$ cat config.mk
export PLATFORM = sky130hd
export DESIGN_NAME = encoder_seq
export DESIGN_NICKNAME = d
export VERILOG_FILES = /design/src/rtl/encoder_pkg.sv /design/src/rtl/encoder_pri.sv /design/src/rtl/encoder_seq.sv
export SDC_FILE = /design/constraint.sdc
export NUM_CORES = 1
export LEC_CHECK = 0
export CAP_MARGIN = 20
export CORE_AREA = 2 2 39 41
export CTS_BUF_LIST = sky130_fd_sc_hd__clkbuf_16
export DETAILED_ROUTE_END_ITERATION = 12
export DIE_AREA = 0 0 41 43
export HOLD_SLACK_MARGIN = 0.15
export PLACE_DENSITY = 0.55
export REMOVE_ABC_BUFFERS = 1
export SKIP_LAST_GASP = 1
export SYNTH_ARGS = -nofsm -noshare
export SYNTH_HDL_FRONTEND = slang
export SYNTH_HIERARCHICAL = 1
export SYNTH_SLANG_ARGS = --single-unit
$ cat constraint.sdc
create_clock -name clk -period 3.5 [get_ports clk]
set_input_delay 0.875 -clock clk [delete_from_list [all_inputs] [get_ports clk]]
set_output_delay 0.875 -clock clk [all_outputs]
set_load 0.05 [all_outputs]
$ cat src/rtl/encoder_pkg.sv
`default_nettype none
// ============================================================================
//  Module      : encoder_pkg
//  Description : Shared constants for the sequential encoder: FSM state
//                encoding and the default code width.
//  Revision    : 1.0 - initial release
// ============================================================================
package encoder_pkg;

  // FSM state encoding (1-bit, legacy-compatible constants)
  localparam logic [0:0] ST_IDLE = 1'b0;
  localparam logic [0:0] ST_EMIT = 1'b1;

  // Default code width; request vector width is 2**DEF_OUT_W
  localparam int DEF_OUT_W = 2;

endpackage : encoder_pkg
`default_nettype wire

$ cat src/rtl/encoder_pri.sv
`default_nettype none
// ============================================================================
//  Module      : encoder_pri
//  Description : Combinational priority encoder. Returns the index of the
//                selected set bit, a one-hot mask of that bit, and a flag
//                telling whether exactly one bit of the vector is set.
//                Selection order: lowest set bit first by default; highest
//                set bit first when ENCODER_SEQ_MSB_FIRST_EN is defined.
//  Revision    : 1.0 - initial release
// ============================================================================
module encoder_pri #(
  parameter int OUT_W = encoder_pkg::DEF_OUT_W
) (
  input  logic [(1<<OUT_W)-1:0] vec,
  output logic [OUT_W-1:0]      idx,
  output logic [(1<<OUT_W)-1:0] onehot_mask,
  output logic                  single
);

  localparam int IN_W = 1 << OUT_W;

  logic [IN_W-1:0] w_vec_minus_one;

  // Clearing the lowest set bit leaves zero exactly when one bit was set.
  assign w_vec_minus_one = vec - IN_W'(1);
  assign single          = (vec != '0) && ((vec & w_vec_minus_one) == '0);

  // Priority selection: the last match in the scan wins, so the scan runs
  // from the lowest-priority end towards the highest-priority end.
  always_comb begin
    idx         = '0;
    onehot_mask = '0;
`ifdef ENCODER_SEQ_MSB_FIRST_EN
    for (int i = 0; i < IN_W; i++) begin
      if (vec[i]) begin
        idx            = OUT_W'(i);
        onehot_mask    = '0;
        onehot_mask[i] = 1'b1;
      end
    end
`else
    for (int i = IN_W - 1; i >= 0; i--) begin
      if (vec[i]) begin
        idx            = OUT_W'(i);
        onehot_mask    = '0;
        onehot_mask[i] = 1'b1;
      end
    end
`endif
  end

endmodule : encoder_pri
`default_nettype wire

$ cat src/rtl/encoder_seq.sv
`default_nettype none
// ============================================================================
//  Module      : encoder_seq
//  Description : Sequential encoder. Accepts a multi-hot request vector over
//                a valid/ready handshake and emits the binary index of every
//                set bit, one code per accepted output beat. An all-zero
//                vector is accepted and reported by a one-cycle 'zero' pulse.
//                Macro ENCODER_SEQ_MSB_FIRST_EN selects descending emission
//                order (default: ascending). IN_W must equal 2**OUT_W.
//  Revision    : 1.0 - initial release
// ============================================================================
module encoder_seq
  import encoder_pkg::*;
#(
  parameter int OUT_W = DEF_OUT_W,
  parameter int IN_W  = 1 << OUT_W
) (
  input  logic             clk,
  input  logic             rst,
  input  logic [IN_W-1:0]  in,
  input  logic             in_valid,
  output logic             in_ready,
  output logic [OUT_W-1:0] out,
  output logic             out_valid,
  input  logic             out_ready,
  output logic             last,
  output logic             zero
);

  logic [0:0]      r_state;
  logic [IN_W-1:0] r_pending;
  logic            r_zero;

  logic [OUT_W-1:0] w_idx;
  logic [IN_W-1:0]  w_mask;
  logic             w_single;

  // Selects the next code out of the bits still pending.
  encoder_pri #(
    .OUT_W (OUT_W)
  ) u_pri (
    .vec         (r_pending),
    .idx         (w_idx),
    .onehot_mask (w_mask),
    .single      (w_single)
  );

  // Handshake outputs depend on state/registers only, never on the
  // incoming valid/ready, so no combinational path crosses the block.
  assign in_ready  = (r_state == ST_IDLE);
  assign out_valid = (r_state == ST_EMIT);
  assign out       = w_idx;
  assign last      = (r_state == ST_EMIT) && w_single;
  assign zero      = r_zero;

  // FSM, pending-bit register and zero-vector pulse.
  always_ff @(posedge clk) begin
    if (rst) begin
      r_state   <= ST_IDLE;
      r_pending <= '0;
      r_zero    <= 1'b0;
    end else begin
      r_zero <= 1'b0;
      case (r_state)
        ST_IDLE: begin
          if (in_valid) begin
            if (in != '0) begin
              r_pending <= in;
              r_state   <= ST_EMIT;
            end else begin
              r_zero <= 1'b1;
            end
          end
        end
        ST_EMIT: begin
          if (out_ready) begin
            if (w_single) begin
              // Final code consumed: return with an empty pending set so
              // 'out' and 'last' read as zero while idle.
              r_pending <= '0;
              r_state   <= ST_IDLE;
            end else begin
              r_pending <= r_pending & ~w_mask;
            end
          end
        end
        default: begin
          r_state   <= ST_IDLE;
          r_pending <= '0;
        end
      endcase
    end
  end

endmodule : encoder_seq
`default_nettype wire

### After elaboration in Yosys (flattened, before gate mapping)

Index checks and enable logic that the tools add are counted.

| storage, ports and cells | value |
|---|---|
| register bits after elaboration | 6 |
| input port bits | 8 |
| output and inout port bits | 6 |
| word-level logic and storage cells | 38 |

| cells by class | value |
|---|---|
| add/subtract/negate cells | 1 |
| equal/unequal tests | 3 |
| muxes and demuxes | 19 |
| bitwise gates (word level) | 5 |
| reductions and logical operators | 7 |

Operators by type and width:

| cell | count |
|---|---|
| $mux 4 | 8 |
| $and 4x4->4 | 2 |
| $mux 2 | 4 |
| $pmux 4 s2 | 1 |
| $reduce_bool 4->1 | 2 |
| $mux 1 | 5 |
| $logic_not 4->1 | 1 |
| $ne 2x2->1 const B | 2 |
| $not 4->4 | 1 |
| $sub 4x1->4 const B | 1 |
| $reduce_and 3->1 | 1 |
| $reduce_or 3->1 | 1 |
| $logic_and 1x1->1 | 2 |
| $ne 2x1->1 const B | 1 |
| $not 1->1 | 2 |
| $pmux 1 s2 | 1 |

### Longest topological paths before layout

Gate-level depths: netlist (run 1).

| logic depth | value |
|---|---|
| depth in word-level cells | 9 |
| depth in mapped cells | 5 |
| depth with buffers taken out | 5 |

### By module

Netlist (run 1), hierarchy kept.

Modules (own cells, without submodules):

| module | instances | cells an instance | area an instance (µm²) | sequential area each (µm²) |
|---|---|---|---|---|
| encoder_seq | 1 | 36 | 286.5 | 120.1 |
| encoder_pri | 1 | 13 | 102.6 | 0.0 |

### Least setup slack after synthesis (run 1)

Ideal clock, no wire load.

| timing | value |
|---|---|
| path kind | reg2out |
| start | register r_pending[2] |
| end | output port out[1] |
| arrival | 1.552 ns |
| required time | 2.625 ns |
| path slack | 1.073 ns |
| stages on the path, launching flop included | 3 |
| path buffers | 0 |
| cell sequence | dfxtp_1 > nor2_1 > nor3_1 |

| on the way | value |
|---|---|
| longest elaborated chain between the ends | 3 |

RTL lines:

| element | line | RTL |
|---|---|---|
| start: declaration | encoder_seq.sv:31 | `logic [IN_W-1:0] r_pending;` |
| start signal: assignment | encoder_seq.sv:68 | `r_pending <= in;` |
| start signal: assignment | encoder_seq.sv:83 | `r_pending <= r_pending & ~w_mask;` |
| $mux 2 (3 in a row) | encoder_pri.sv:43 | `if (vec[i]) begin` |
| end: declaration | encoder_seq.sv:23 | `output logic [OUT_W-1:0] out,` |

No other way between the ends.

### Worst setup path after layout (run 1)

| timing | value |
|---|---|
| start | register r_pending[0] |
| end | output port last |

| on the way | value |
|---|---|
| longest elaborated chain between the ends | 5 |
| elaborated cells on any way between the ends | 6 |
| those cells by class | add/sub (1); bitwise (1); reduce/logical (4) |

RTL lines:

| element | line | RTL |
|---|---|---|
| $sub 4x1->4 | encoder_pri.sv:25 | `assign w_vec_minus_one = vec - IN_W'(1);` |
| $and 4x4->4 | encoder_pri.sv:26 | `assign single = (vec != '0) && ((vec & w_vec_minus_one) == '0);` |
| $logic_not 4->1 | encoder_pri.sv:26 |  |
| $logic_and 1x1->1 (*) | encoder_pri.sv:26 |  |
| net w_single | encoder_seq.sv:36 | `logic w_single;` |
| $logic_and 1x1->1 (*) | encoder_seq.sv:53 | `assign last = (r_state == ST_EMIT) && w_single;` |
| end: declaration | encoder_seq.sv:26 | `output logic last,` |

Mark *: on every way through the listed nets, which the timed path passes. The rest lies on a longest branch.

==> results of run 1 <==
[power by group through the flow]
stage / Sequential (mW) / Clock [mW] / Combinational (mW)
6_report: 0.0827 / 0.189 / 0.0770
5_1_grt: 0.0840 / 0.196 / 0.0836
4_1_cts: 0.0829 / 0.192 / 0.0775
3_5_place_dp: 0.0838 / 0 / 0.0772
3_3_place_gp: 0.0836 / 0 / 0.0779
2_1_floorplan: 0.0860 / 0 / 0.0462
[worst max-delay path, cell delays in order (launching register included)]
cell             delay, ns
dfxtp_1               0.50
nor4b_2               0.26
a211o_1               0.22
and2_1                0.14
clkdlybuf4s50_1       0.79
[routing by layer]
metal / track usage (%) / vias to the layer above / wire (um)
met5: 0 / - / 0
met4: 14.0 / 0 / 40
met3: 3.66 / 5 / 56
met2: 18.4 / 16 / 427
met1: 16.8 / 155 / 391
li1: - / 201 / -
[worst max-delay path by stage]
stage,from,endpoint
after floorplan,r_pending[2],out[1]
after global placement,r_pending[0],last
after detailed placement,r_pending[0],last
after CTS,r_pending[0],last
after global routing,r_pending[0],last
final,r_pending[0],last
[through the flow]
| stage | total power [mW] | instance area [um2] | util (%) |
|---|---|---|---|
| 4_1_cts | 0.353 | 607 | 43.9 |
| 6_report | 0.349 | 607 | 43.9 |
| 3_3_place_gp | 0.162 | 532 | 38.4 |
| 3_5_place_dp | 0.161 | 532 | 38.4 |
| 5_1_grt | 0.363 | 607 | 43.9 |
| 2_1_floorplan | 0.132 | 382 | - |
[synthesized netlist by cell type]
library cell,n
a211o_1,1
a211oi_1,4
a21oi_1,1
a2bb2oi_1,1
and2_1,1
buf_4,1
dfxtp_1,6
inv_1,2
nand2_1,6
nand2b_1,2
nor2_1,12
nor2b_1,1
nor3_1,1
nor3b_1,2
nor4_4,1
nor4b_2,1
nor4b_4,1
o21ai_0,4
xor2_1,1
[cells by family (layout without fill, tap and decap cells)]
| kind of cell | Yosys count | count (layout) | share of synthesized area (%) |
|---|---|---|---|
| AND/OR/NAND/NOR | 28 | 28 | 44.4 |
| flip-flops | 6 | 6 | 30.9 |
| XOR/XNOR | 1 | 1 | 2.25 |
| buffers and inverters | 3 | 18 | 3.86 |
| AO/OA/AOI/OAI | 11 | 11 | 18.6 |
[state kept, by name, summed over array words and instances (netlist names)]
register / count
out_valid: 1
zero: 1
r_pending: 4
[final cells by class]
type	count	area, um2	area share (%)
multi-input combinational	40	254	41.9
timing repair buffer	13	130	21.4
sequential	6	120	19.8
clock buffer	3	75.1	12.4
tap	16	20.0	3.30
inverter	2	7.51	1.24
==> impl_metrics.py, run 1 <==
metrics = {
    "timing": {
        "tightest_slew_ns": 0.502,
        "setup_tns_ns": 0,
        "clock_skew_ns": 0.00362,
        "hold_viol_final": 0,
        "finalSetupViolations": 0,
        "fin_crit_sh_pct": 86.2,
        "rsz0062_at_grt": "no",
        "layout_setup_ws_ns": 0.482,
        "worst_hold_slack_ns": 0.571,
        "fmax_mhz": 331,
        "slew_headroom_pct": 66.5,
        "finalMaxSlewViolations": 0,
        "final.min_clock_period_ns": 3.02,
    },
    "floorplanning": {
        "core-area_um2": 1380,
        "fp-row-count": 14,
        "die_x_um": 41,
        "die_area_um2": 1760,
        "fp.dieH_um": 43,
        "start_util_pct": 28.1,
        "io_pins": 14,
    },
    "routing": {
        "via_per_inst": 4.71,
        "drt_iter0_markers": 7,
        "wl_um": 916,
        "drc": 0,
        "vias": 377,
        "wl_per_cell_um": 11.5,
        "antenna_left": 0,
        "firstDrtPassIters": 2,
    },
    "setup_path": {
        "rr_worst_depth": 5,
        "endpoint_kind": "output pin",
        "cp.required_ns": 2.62,
        "start_kind": "register",
        "r2r_end": "r_pending[0]",
        "cp_max_fo": 9,
        "setup.worst_path.class": "reg -> out",
        "crit_arrival_ns": 2.14,
        "ff2ff_setup_slack_ns": 2.09,
        "worstReg2RegStart": "r_pending[1]",
    },
    "yosys": {
        "yosys.area.top_type": "dfxtp_1",
        "yosysTopAreaCellShare_pct": 30.9,
        "synth_cells": 49,
        "synth.cell_area_um2": 389,
        "ys_ff_latch": 6,
        "yosysWarnings": 6,
        "synth_cell_types": 19,
        "synthTopCellsByArea": "dfxtp_1 31%, nor2_1 12%, a211oi_1 7.7%, nor4b_4 6.1%, nand2_1 5.8%",
        "seq_area_frac_synth_pct": 30.9,
        "syn_avg_cell_area_um2": 7.94,
    },
    "clock_tree": {
        "numCtsBuffers": 3,
        "cts_tree": "built",
        "clock_path_buffers": 2,
        "clkSinkCount": 6,
        "cts_resized": 0,
        "htreeDepth": 1,
        "cts_hold_buf": 0,
        "clock_latency_ns": 0.23,
        "cts_setup_buffers": 0,
        "clk_pin_slew_worst_paths_ns": 0.04,
        "cts-root-buf": "clkbuf_16",
    },
    "power_and_ir_drop": {
        "p_clk_share_pct": 54.2,
        "p_leak_nw": 0.222,
        "switching_share_pct": 27.6,
        "comb_power_share_pct": 22.1,
        "irDropWorstVdd_uv": 268,
        "seqPwrFrac_pct": 23.7,
        "powerDensity_nw_per_um2": 575,
        "p_int_uw": 253,
        "switching_power_uw": 96.3,
    },
    "placed_design": {
        "dp_hpwl_um": 668,
        "port_buffers": 13,
        "place.gp.congestion": 0.743,
        "place_inst": 77,
        "place_ws_ns": 0.741,
    },
    "grt": {
        "track_usage_pct": 14.0,
        "grt_pass1_vias": 360,
        "grt_antenna_before_repair": 0,
        "grt_pass1_wl_um": 1550,
        "grt_max_degree": 10,
        "overflow": 0,
    },
    "finish": {
        "fin_nets": 74,
        "final_common_cell": "clkdlybuf4s50_1",
        "diodes": 0,
        "final_cell_mix": "13 x clkdlybuf4s50_1, 12 x nor2_1, 6 x nand2_1, 6 x dfxtp_1",
        "drive_gt1_share_pct": 9.38,
        "fillers": 136,
        "stdcell_count": 80,
        "synthToLayoutAreaGrowth_pct": 55.9,
    },
    "min_path": {
        "hold-path-cell-count": 2,
        "holdCritPathClass": "reg -> reg",
        "min_from": "r_pending[3]",
        "holdPathEnd": "r_pending[3]",
    },
    "outcome": {
        "status": "complete, no violations",
    },
    "job": {
        "drv_cap": 0,
    },
}
No activity file was read; power rests on OpenSTA's default activity.
==> run 2: changes to the inputs <==
Settings changed: HOLD_SLACK_MARGIN 0.15 to 0.12, SETUP_SLACK_MARGIN set to 0.3.
==> results of run 2 <==
Final layout, timing and power as in run 1 (identical DEF).
==> run 3: changes to the inputs <==
Settings changed: HOLD_SLACK_MARGIN 0.12 to unset.
==> results of run 3 <==
Final layout, timing and power as in run 1 (identical DEF).
